File: config.mk
export PLATFORM = sky130hd
export DESIGN_NAME = datagram_uart_tx
export DESIGN_NICKNAME = d
export VERILOG_FILES = /design/src/rtl/datagram_uart_tx_pkg.sv /design/src/rtl/datagram_uart_tx_uart_byte_tx.sv /design/src/rtl/datagram_uart_tx.sv
export SDC_FILE = /design/constraint.sdc
export NUM_CORES = 1
export LEC_CHECK = 0
export ABC_AREA = 1
export CAP_MARGIN = 0
export CELL_PAD_IN_SITES_DETAIL_PLACEMENT = 0
export CELL_PAD_IN_SITES_GLOBAL_PLACEMENT = 2
export CORE_ASPECT_RATIO = 0.75
export CORE_MARGIN = 5
export CORE_UTILIZATION = 29
export DETAILED_ROUTE_END_ITERATION = 8
export PLACE_DENSITY = 0.83
export SYNTH_ARGS = -nofsm -noshare
export SYNTH_HDL_FRONTEND = slang
export SYNTH_SLANG_ARGS = --single-unit
File: constraint.sdc
create_clock -name clk -period 1.5 [get_ports clk]
set_input_delay 0.15 -clock clk [delete_from_list [all_inputs] [get_ports clk]]
set_output_delay 0.15 -clock clk [all_outputs]
set_load 0.005 [all_outputs]
File: src/rtl/datagram_uart_tx_pkg.sv
// datagram_uart_tx_pkg: constants and state encoding shared with the display-side receiver
package datagram_uart_tx_pkg;
    localparam int MESSAGE_SIZE = 16;
    localparam logic [7:0] SYNC_BYTE = 8'hA5;
    typedef enum logic [2:0] {IDLE, START, DATA, STOP, DONE} tx_state_t;
endpackage

File: src/rtl/datagram_uart_tx_uart_byte_tx.sv
// uart_byte_tx: single 8N1 byte shifter; a start in the final stop-bit cycle chains the next byte gaplessly
module uart_byte_tx
    import datagram_uart_tx_pkg::*;
#(
    parameter int BAUD_DIV = 868
) (
    input  logic       clk,
    input  logic       rst,
    input  logic       start,
    input  logic [7:0] data,
    output logic       busy,
    output logic       last,
    output logic       tx
);
    localparam int CW = $clog2(BAUD_DIV);
    tx_state_t state, state_n;
    logic [CW-1:0] baud;
    logic [2:0] bit_idx;
    logic [7:0] shift;
    logic bit_end, load;
    assign bit_end = baud == CW'(BAUD_DIV - 1);
    assign busy = state != IDLE;
    assign last = state == STOP && bit_end;
    assign load = start && (!busy || last);
    assign tx = state == START ? 1'b0 : state == DATA ? shift[0] : 1'b1;
    // bit-phase state register
    always_ff @(posedge clk) begin
        state <= rst ? IDLE : state_n;
    end
    // advance start -> 8 data bits -> stop at each bit boundary
    always_comb begin
        state_n = state;
        if (load)
            state_n = START;
        else if (bit_end && busy)
            state_n = state == START ? DATA : state == STOP ? IDLE : bit_idx == 3'd7 ? STOP : DATA;
    end
    // baud timing, bit counting and LSB-first shifting
    always_ff @(posedge clk) begin
        if (rst) begin
            baud    <= '0;
            bit_idx <= '0;
            shift   <= '0;
        end else if (load) begin
            baud    <= '0;
            bit_idx <= '0;
            shift   <= data;
        end else if (busy) begin
            baud <= bit_end ? '0 : baud + 1'b1;
            if (bit_end && state == DATA) begin
                shift   <= shift >> 1;
                bit_idx <= bit_idx + 1'b1;
            end
        end
    end
endmodule

File: src/rtl/datagram_uart_tx.sv
// datagram_uart_tx: frames a snapshotted datagram as sync, payload bytes and XOR checksum over 8N1 UART
module datagram_uart_tx
    import datagram_uart_tx_pkg::*;
#(
    parameter int         MSG_BITS  = MESSAGE_SIZE,
    parameter int         BAUD_DIV  = 868,
    parameter logic [7:0] SYNC_BYTE = datagram_uart_tx_pkg::SYNC_BYTE
) (
    input  logic                clk,
    input  logic                rst,
    input  logic [MSG_BITS-1:0] datagram,
    input  logic                send,
    output logic                busy,
    output logic                done,
    output logic                TxD
);
    localparam int NBYTES = (MSG_BITS + 7) / 8;
    localparam int PW = NBYTES * 8;
    localparam int IW = $clog2(NBYTES + 2);
    localparam logic [IW-1:0] LAST_IDX = IW'(NBYTES + 1);
    tx_state_t state, state_n;
    logic [MSG_BITS-1:0] snap;
    logic [PW-1:0] padded;
    logic [IW-1:0] idx;
    logic [7:0] chk, next_byte;
    logic accept, advance, byte_busy, byte_last;
    assign accept = send && (state == IDLE || state == DONE);
    assign advance = state == START && byte_last && idx != LAST_IDX;
    assign padded = PW'(snap);
    assign busy = byte_busy;
    assign done = state == DONE;
    // checksum over the payload, and the byte that follows the one currently on the wire
    always_comb begin
        chk = '0;
        for (int k = 0; k < NBYTES; k++) chk ^= padded[8*k +: 8];
        next_byte = chk;
        for (int k = 0; k < NBYTES; k++)
            if (idx == IW'(k)) next_byte = padded[8*k +: 8];
    end
    uart_byte_tx #(.BAUD_DIV(BAUD_DIV)) u_byte (
        .clk   (clk),
        .rst   (rst),
        .start (accept || advance),
        .data  (accept ? SYNC_BYTE : next_byte),
        .busy  (byte_busy),
        .last  (byte_last),
        .tx    (TxD)
    );
    // frame state register
    always_ff @(posedge clk) begin
        state <= rst ? IDLE : state_n;
    end
    // START spans the whole frame; the byte shifter owns the per-bit phases
    always_comb begin
        state_n = accept ? START
                : state == START && byte_last && idx == LAST_IDX ? DONE
                : state == DONE ? IDLE
                : state;
    end
    // byte index and datagram snapshot
    always_ff @(posedge clk) begin
        if (rst) begin
            idx  <= '0;
            snap <= '0;
        end else if (accept) begin
            idx  <= '0;
            snap <= datagram;
        end else if (advance) begin
            idx <= idx + 1'b1;
        end
    end
endmodule

==> results of run 1 <==
[worst paths after layout]
path	start	slack, ns	end	cells after the start
setup / recovery	u_byte.baud[5]$_SDFFE_PP0N_	-0.14	u_byte.shift[1]$_SDFFE_PP0P_	11
hold / removal	u_byte.bit_idx[1]$_SDFFE_PP0P_	0.47	u_byte.bit_idx[1]$_SDFFE_PP0P_	2
setup reg to reg	u_byte.baud[5]$_SDFFE_PP0N_	-0.14	u_byte.shift[1]$_SDFFE_PP0P_	11
hold reg to reg	u_byte.bit_idx[1]$_SDFFE_PP0P_	0.47	u_byte.bit_idx[1]$_SDFFE_PP0P_	2
[what timing repair did]
item | 4_1_cts | 5_1_grt
setup endpoints to repair | 24 | 26
buffers inserted | 3 | 8
pin swaps | 3 | 14
gates resized for setup | 14 | 38
endpoints found under the hold margin | 0 | 0
gates cloned | 0 | 2
[Yosys cell counts]
master,count,area [µm²]
sky130_fd_sc_hd__inv_2,4,15.0
sky130_fd_sc_hd__nor2_2,2,12.5
sky130_fd_sc_hd__xor2_1,4,35.0
sky130_fd_sc_hd__buf_6,1,11.3
sky130_fd_sc_hd__a21oi_1,28,140
sky130_fd_sc_hd__clkbuf_1,5,18.8
sky130_fd_sc_hd__o22ai_1,4,25.0
sky130_fd_sc_hd__o21ai_0,19,95.1
sky130_fd_sc_hd__or2_2,1,6.26
sky130_fd_sc_hd__nor3_2,2,20.0
sky130_fd_sc_hd__nand3_2,1,10.0
sky130_fd_sc_hd__nand3_1,27,135
sky130_fd_sc_hd__o21ai_4,1,16.3
sky130_fd_sc_hd__nand2_4,1,11.3
sky130_fd_sc_hd__nand4_2,1,12.5
sky130_fd_sc_hd__a22oi_1,2,15.0
sky130_fd_sc_hd__nor3b_1,2,15.0
sky130_fd_sc_hd__nand4_1,6,37.5
sky130_fd_sc_hd__dfxtp_1,43,861
sky130_fd_sc_hd__nand2_1,46,173
sky130_fd_sc_hd__nand2_2,2,12.5
sky130_fd_sc_hd__nor2_1,40,150
sky130_fd_sc_hd__nor3_1,2,10.0
sky130_fd_sc_hd__o211ai_1,1,7.51
sky130_fd_sc_hd__xnor2_1,1,8.76
sky130_fd_sc_hd__a211oi_1,1,7.51
sky130_fd_sc_hd__clkinv_1,1,3.75
sky130_fd_sc_hd__buf_4,1,7.51
sky130_fd_sc_hd__ha_1,6,75.1
sky130_fd_sc_hd__and3_1,1,6.26
sky130_fd_sc_hd__inv_1,27,101
sky130_fd_sc_hd__a21oi_2,1,8.76
[sequential cells by signal, summed over array words and instances (netlist names)]
name,flops
padded,16
u_byte.baud,10
u_byte.shift,8
u_byte.bit_idx,3
idx,2
state,2
u_byte.state,2
[report_power, final]
group / switching, mW / total [mW] / internal, mW
sequential: 0.0414 / 1.25 / 1.20
clock: 0.381 / 0.742 / 0.361
combinational: 0.228 / 0.457 / 0.229
total: 0.650 / 2.45 / 1.79
[cell type report]
cell class | count | share of cell area
inverters | 32 | 0.0423
well taps | 98 | 0.0403
repair buffers | 64 | 0.195
clock buffers | 6 | 0.0271
clock inverters | 1 | 0.00164
flip-flops and latches | 43 | 0.287
multi-input cells | 203 | 0.407
[kinds of logic (layout without fill, tap and decap cells)]
logic type,count (synthesis),count (layout),synth area share
compound gates,57,57,0.153
xor+xnor,5,5,0.0212
fa+ha+maj,6,6,0.0364
buf+inv,39,103,0.0764
flops,43,43,0.417
simple gates,134,135,0.296
[worst min-delay path: cells and delay by family (launching register included)]
family / cells / cell delay (ns)
flops: 1 / 0.32
compound gates: 1 / 0.05
simple gates: 1 / 0.06
[metal layers]
metal  vias up  share of wire  track usage
met5         -              0            0
met4         0          0.011       0.0344
met3         7          0.021       0.0256
met2        13           0.46        0.173
met1       888           0.51        0.164
li1       1073              -            -
[per-stage QoR]
stage / utilization / setup TNS [ns] / cells / power, mW / cell area, µm²
floorplan: - / -0.193 / 284 / 1.47 / 2090
global placement: 0.388 / -0.399 / 428 / 1.65 / 2670
detailed placement: 0.388 / -1.04 / 428 / 1.66 / 2670
CTS: 0.409 / -0.645 / 438 / 2.40 / 2810
global route: 0.444 / -4.13 / 447 / 2.58 / 3050
finish: 0.444 / -1.69 / 447 / 2.45 / 3050
==> parameters.txt, run 1 <==
Parameter                              Value

GRT
  Via count of the first global-routing pass ... ~1900
  First-pass GRT wire length ... approximately 8400 µm
  Antenna violations before repair ... 0
  GR Util All Layers ... 0.115
  Maximum number of pins on one net before global-route repair ... 18
  Grt total ovfl ... 0

Drt
  Total number of vias ... between 1500 and 2000
  Mean number of vias per cell ... about 4.4
  Detailed Routing Iterations Pass 1 ... 4
  Overall routed net length ... around 5400 µm
  Drt first-iter violations ... between 50 and 60
  Final antenna-violating net count ... 0
  Routed wire per std cell ... 12.1 µm
  Drt drc ... 0

Timing
  Max Clock Skew ... 0.00448 ns
  Slew at the pin closest to its max-slew limit ... around 0.48 ns
  Final worst-path cycle share ... 1.10
  Final count of negative-setup-slack endpoints ... 24
  Max-slew violation count ... 0
  Min cycle time layout ... between 1.5 and 2 ns
  Worst-case setup margin in the final layout ... -0.145 ns
  Maximum clock frequency ... ~600 MHz
  Worst slew margin ... 0.681
  Final count of hold timing violations ... 0
  Unrepaired setup endpoints after global routing ... yes
  Final hold slack ... about 0.47 ns

Power
  Peak ir drop on the vdd network ... approximately 0.41 mV
  Power density relative to cell area ... around 800 nW/µm²
  Leak pwr ... between 1 and 1.5 nW

Die
  I/O pin total ... 22
  Starting density of the core ... 0.301
  Die ar. ... around 8900 µm²
  Die span in x ... between 100 and 150 µm
  Number of rows in the core area ... 26
  Area of the core ... slightly below 7000 µm²
  Floorplan die height ... 83.1 µm

Setup path
  Stage delay of the slowest cell on the critical path ... ~0.34 ns
  Ordered cell list for the critical path ... inv_2, nor2_1, nand3_1, nor2_4, inv_4, o21ai_4, buf_4, buf_12, nand3_1, nand2_2, a21oi_2
  CP startpoint kind ... flop
  Critical path data arrival time ... 1.83 ns
  CP required ... about 1.7 ns
  CP top delay family ... simple AND/OR/NAND/NOR gates
  CP most frequent cell ... sky130_fd_sc_hd__nand3_1
  Critical-path cell with the highest stage delay ... sky130_fd_sc_hd__dfxtp_2
  Critical path peak fanout ... 8
  Buffers & Inverters on Critical Path ... 4
  Critical Path Sink Type ... flop
  Critical setup path kind ... reg -> reg

Finish
  Storage cell area ... roughly 870 µm²
  Antenna cell count ... 0
  Total area of multi-input combinational cells ... 1240 µm²
  Number of nets in the layout ... 374
  Most common cell after layout, fill and taps aside ... sky130_fd_sc_hd__nand2_1
  Filler instances ... slightly below 700
  Top library cells by usage in the layout, fill and taps aside ... sky130_fd_sc_hd__nand2_1 (42), sky130_fd_sc_hd__buf_4 (37), sky130_fd_sc_hd__nor2_1 (36)
  Proportion of layout cells with a drive suffix above 1 ... 0.292
  Growth of design area from synthesis to finish ... 47.5%

Clock network
  Insertion delay of the later-clocked pin in the worst-skew pair ... slightly below 0.3 ns
  Number of H-tree levels ... 2
  Total clock sinks ... 43
  Maximum number of buffers from clock root to sink ... 2
  Clock slew at reported path FFs ... 0.08 ns
  Hold_buf cts ... 0
  Clock tree from TritonCTS ... done
  CTS Buf Count ... 5
  Clock tree root driver cell ... sky130_fd_sc_hd__clkbuf_8

Min path
  Path type of the worst min-delay path ... reg -> reg

Synthesis
  Yosys cell types ... 32
  Count of synthesis-stage warnings from yosys ... 0
  Seq/Total Area, Yosys ... 0.417
  Mapped Area ... 2060 µm²
  Synthesized Nets ... 309
  Post-synthesis average cell area ... 7.27 µm²
  Number of storage elements in the synthesis netlist ... between 40 and 50
  Gate count after technology mapping ... 284

Outcome
  Outcome ... complete, but fails checks
  Violations in the final reports ... setup timing

Place
  Placer Congestion ... ~0.74
  Post-detail-place hpwl ... around 3800 µm
  Worst slack at placement ... -0.109 ns
  Port-buffer cells ... 21

Run
  Max-capacitance violation count ... 0
No activity file was read; power rests on OpenSTA's default activity.
==> run 2, diff against run 1 <==
--- a/config.mk
+++ b/config.mk
@@ -12,6 +12,7 @@
 export CORE_ASPECT_RATIO = 0.75
 export CORE_MARGIN = 5
 export CORE_UTILIZATION = 29
+export CTS_CLUSTER_SIZE = 14
 export DETAILED_ROUTE_END_ITERATION = 8
 export PLACE_DENSITY = 0.83
 export SYNTH_ARGS = -nofsm -noshare
==> results of run 2 <==
No change in the layout: final DEF, timing and power equal those of run 1.
==> run 3, diff against run 2 <==
--- a/config.mk
+++ b/config.mk
@@ -15,6 +15,7 @@
 export CTS_CLUSTER_SIZE = 14
 export DETAILED_ROUTE_END_ITERATION = 8
 export PLACE_DENSITY = 0.83
+export SKIP_CTS_REPAIR_TIMING = 1
 export SYNTH_ARGS = -nofsm -noshare
 export SYNTH_HDL_FRONTEND = slang
 export SYNTH_SLANG_ARGS = --single-unit
==> parameters.txt, run 3 (synthesized netlist as in run 1, its figures left out) <==
Parameter                              Value

Outcome
  Violations in the final reports ... setup timing
  Outcome ... complete, but fails checks

Timing
  Total negative setup slack ... -1.15 ns
  Final hold slack ... between 0.4 and 0.5 ns
  Max Clock Skew ... 0.00387 ns
  Worst-case setup margin in the final layout ... -0.108 ns
  Unrepaired setup endpoints after global routing ... yes
  Final worst-path cycle share ... 1.07
  Max-slew violation count ... 0
  Final count of hold timing violations ... 0
  Worst slew margin ... 0.776
  Final count of negative-setup-slack endpoints ... 24
  Maximum clock frequency ... 622 MHz
  Slew at the pin closest to its max-slew limit ... approximately 0.34 ns
  Min cycle time layout ... 1.61 ns

Drt
  Routed wire per std cell ... around 11 µm
  Drt first-iter violations ... 63
  Mean number of vias per cell ... between 4 and 5
  Drt drc ... 0
  Total number of vias ... 1946
  Overall routed net length ... ~5000 µm
  Detailed Routing Iterations Pass 1 ... 4
  Final antenna-violating net count ... 0

Clock network
  Insertion delay of the later-clocked pin in the worst-skew pair ... slightly below 0.3 ns
  Maximum number of buffers from clock root to sink ... 2
  Clock tree from TritonCTS ... done
  Total clock sinks ... 43
  Clock slew at reported path FFs ... roughly 0.080 ns
  Clock tree root driver cell ... sky130_fd_sc_hd__clkbuf_8
  Number of H-tree levels ... 2
  CTS Buf Count ... 5

Finish
  Filler instances ... 695
  Antenna cell count ... 0
  Flip-flop count of the largest register, all copies and words added ... 16
  Most common cell after layout, fill and taps aside ... sky130_fd_sc_hd__nand2_1
  Proportion of layout cells with a drive suffix above 1 ... 0.232
  Number of nets in the layout ... between 300 and 400
  Total area of multi-input combinational cells ... approximately 1100 µm²
  Top library cells by usage in the layout, fill and taps aside ... sky130_fd_sc_hd__nand2_1 (44), sky130_fd_sc_hd__nor2_1 (39), sky130_fd_sc_hd__dfxtp_1 (35)
  Utilization of the core after routing ... 0.416
  Storage cell area ... 871 µm²
  Growth of design area from synthesis to finish ... 38.4%

Setup path
  Critical-path cell with the highest stage delay ... sky130_fd_sc_hd__clkdlybuf4s50_1
  Critical Path Sink Type ... output pin
  Critical setup path kind ... reg -> out
  Critical path peak fanout ... 4
  Endpoint of the most critical register-to-register path ... u_byte.shift[6]$_SDFFE_PP0P_
  R2r worst-path depth ... 10
  Minimum setup slack among reg-to-reg paths ... -0.08 ns
  Ordered cell list for the critical path ... nor2_2, inv_2, buf_4, clkdlybuf4s50_1
  Critical path data arrival time ... 1.46 ns
  Startpoint of the worst register-to-register path ... u_byte.baud[0]$_SDFFE_PP0N_
  CP startpoint kind ... flop
  Launch point of the worst path ... u_byte.state[1]$_SDFFE_PP0P_
  CP required ... between 1 and 1.5 ns
  Stage delay of the slowest cell on the critical path ... between 0.4 and 0.5 ns

Die
  Die span in x ... between 100 and 150 µm
  I/O pin total ... 22
  Area of the core ... around 6900 µm²
  Starting density of the core ... 0.301
  Die ar. ... approximately 9000 µm²
  Number of rows in the core area ... 26
  Floorplan die height ... between 80 and 90 µm

GRT
  Grt total ovfl ... 0
  Via count of the first global-routing pass ... 1803
  Antenna violations before repair ... 0
  GR Util All Layers ... 0.112
  Maximum number of pins on one net before global-route repair ... 18
  First-pass GRT wire length ... 8160 µm

Min path
  Worst Hold End ... u_byte.bit_idx[1]$_SDFFE_PP0P_
  Path type of the worst min-delay path ... reg -> reg
  Depth of the worst hold-timing path ... 2
  Startpoint of the most critical hold path ... u_byte.bit_idx[1]$_SDFFE_PP0P_

Power
  Pwr Total ... 2.39 mW
  Peak ir drop on the vdd network ... approximately 0.41 mV
  Power density relative to cell area ... 835 nW/µm²
  Leak pwr ... roughly 1.2 nW

Place
  Placer Congestion ... ~0.74
  Post-detail-place hpwl ... 3830 µm
  Port-buffer cells ... 21

Run
  Max-capacitance violation count ... 0
run 3: cell types whose count changed in the layout (fill, tap and decap cells not counted), moves of 2 or more:
cell,delta
sky130_fd_sc_hd__buf_4,-5
sky130_fd_sc_hd__a21oi_1,+3
sky130_fd_sc_hd__a21oi_2,-3
sky130_fd_sc_hd__nand3_1,+3
sky130_fd_sc_hd__nor2_1,+3
sky130_fd_sc_hd__nor2_4,-3
sky130_fd_sc_hd__buf_6,-2
sky130_fd_sc_hd__dlygate4sd2_1,-2
sky130_fd_sc_hd__nand2_1,+2
sky130_fd_sc_hd__nand3_4,-2
run 3: layout make-up:
type	instances	area share
multi-input cells	202	0.389
flip-flops and latches	43	0.305
repair buffers	57	0.188
inverters	32	0.0442
well taps	98	0.0429
clock buffers	6	0.0289
clock inverters	1	0.00175
run 3: stage by stage:
step | setup WS [ns] | std cells | instance area [µm²]
final | -0.108 | 439 | 2860
after floorplan | -0.0226 | 284 | 2090
after global routing | -0.195 | 439 | 2860
after CTS | -0.188 | 435 | 2750
after detailed placement | -0.109 | 428 | 2670
after global placement | -0.0802 | 428 | 2670
run 3: critical path, delay by kind of cell (launching register included):
family                 cells  cell delay [ns]
buffers and inverters      3             0.66
and+or+nand+nor            1             0.16
DFF                        1             0.34
run 3: how the worst max path moves through the flow:
stage                                    to  slack [ns]
5_1_grt        u_byte.shift[6]$_SDFFE_PP0P_       -0.20
3_3_place_gp   u_byte.shift[0]$_SDFFE_PP0P_       -0.08
2_1_floorplan  u_byte.shift[0]$_SDFFE_PP0P_       -0.02
6_report                               busy       -0.11
4_1_cts                                busy       -0.19
3_5_place_dp   u_byte.shift[0]$_SDFFE_PP0P_       -0.11
run 3: per-layer routing:
layer  up-vias  GRT usage  part of all wire  routed length, µm
li1       1055          -                 -                  -
met1       867      0.160              0.53               2600
met2        16      0.165              0.44               2140
met3         8     0.0256             0.025                122
met4         0     0.0344             0.011                 55
met5         -          0                 0                  0
run 3: report_power, final:
| group | leakage [nW] | total [mW] | switching, mW | internal (mW) |
|---|---|---|---|---|
| clock | 0.0470 | 0.736 | 0.375 | 0.361 |
| combinational | 0.767 | 0.406 | 0.200 | 0.206 |
| sequential | 0.356 | 1.24 | 0.0374 | 1.21 |
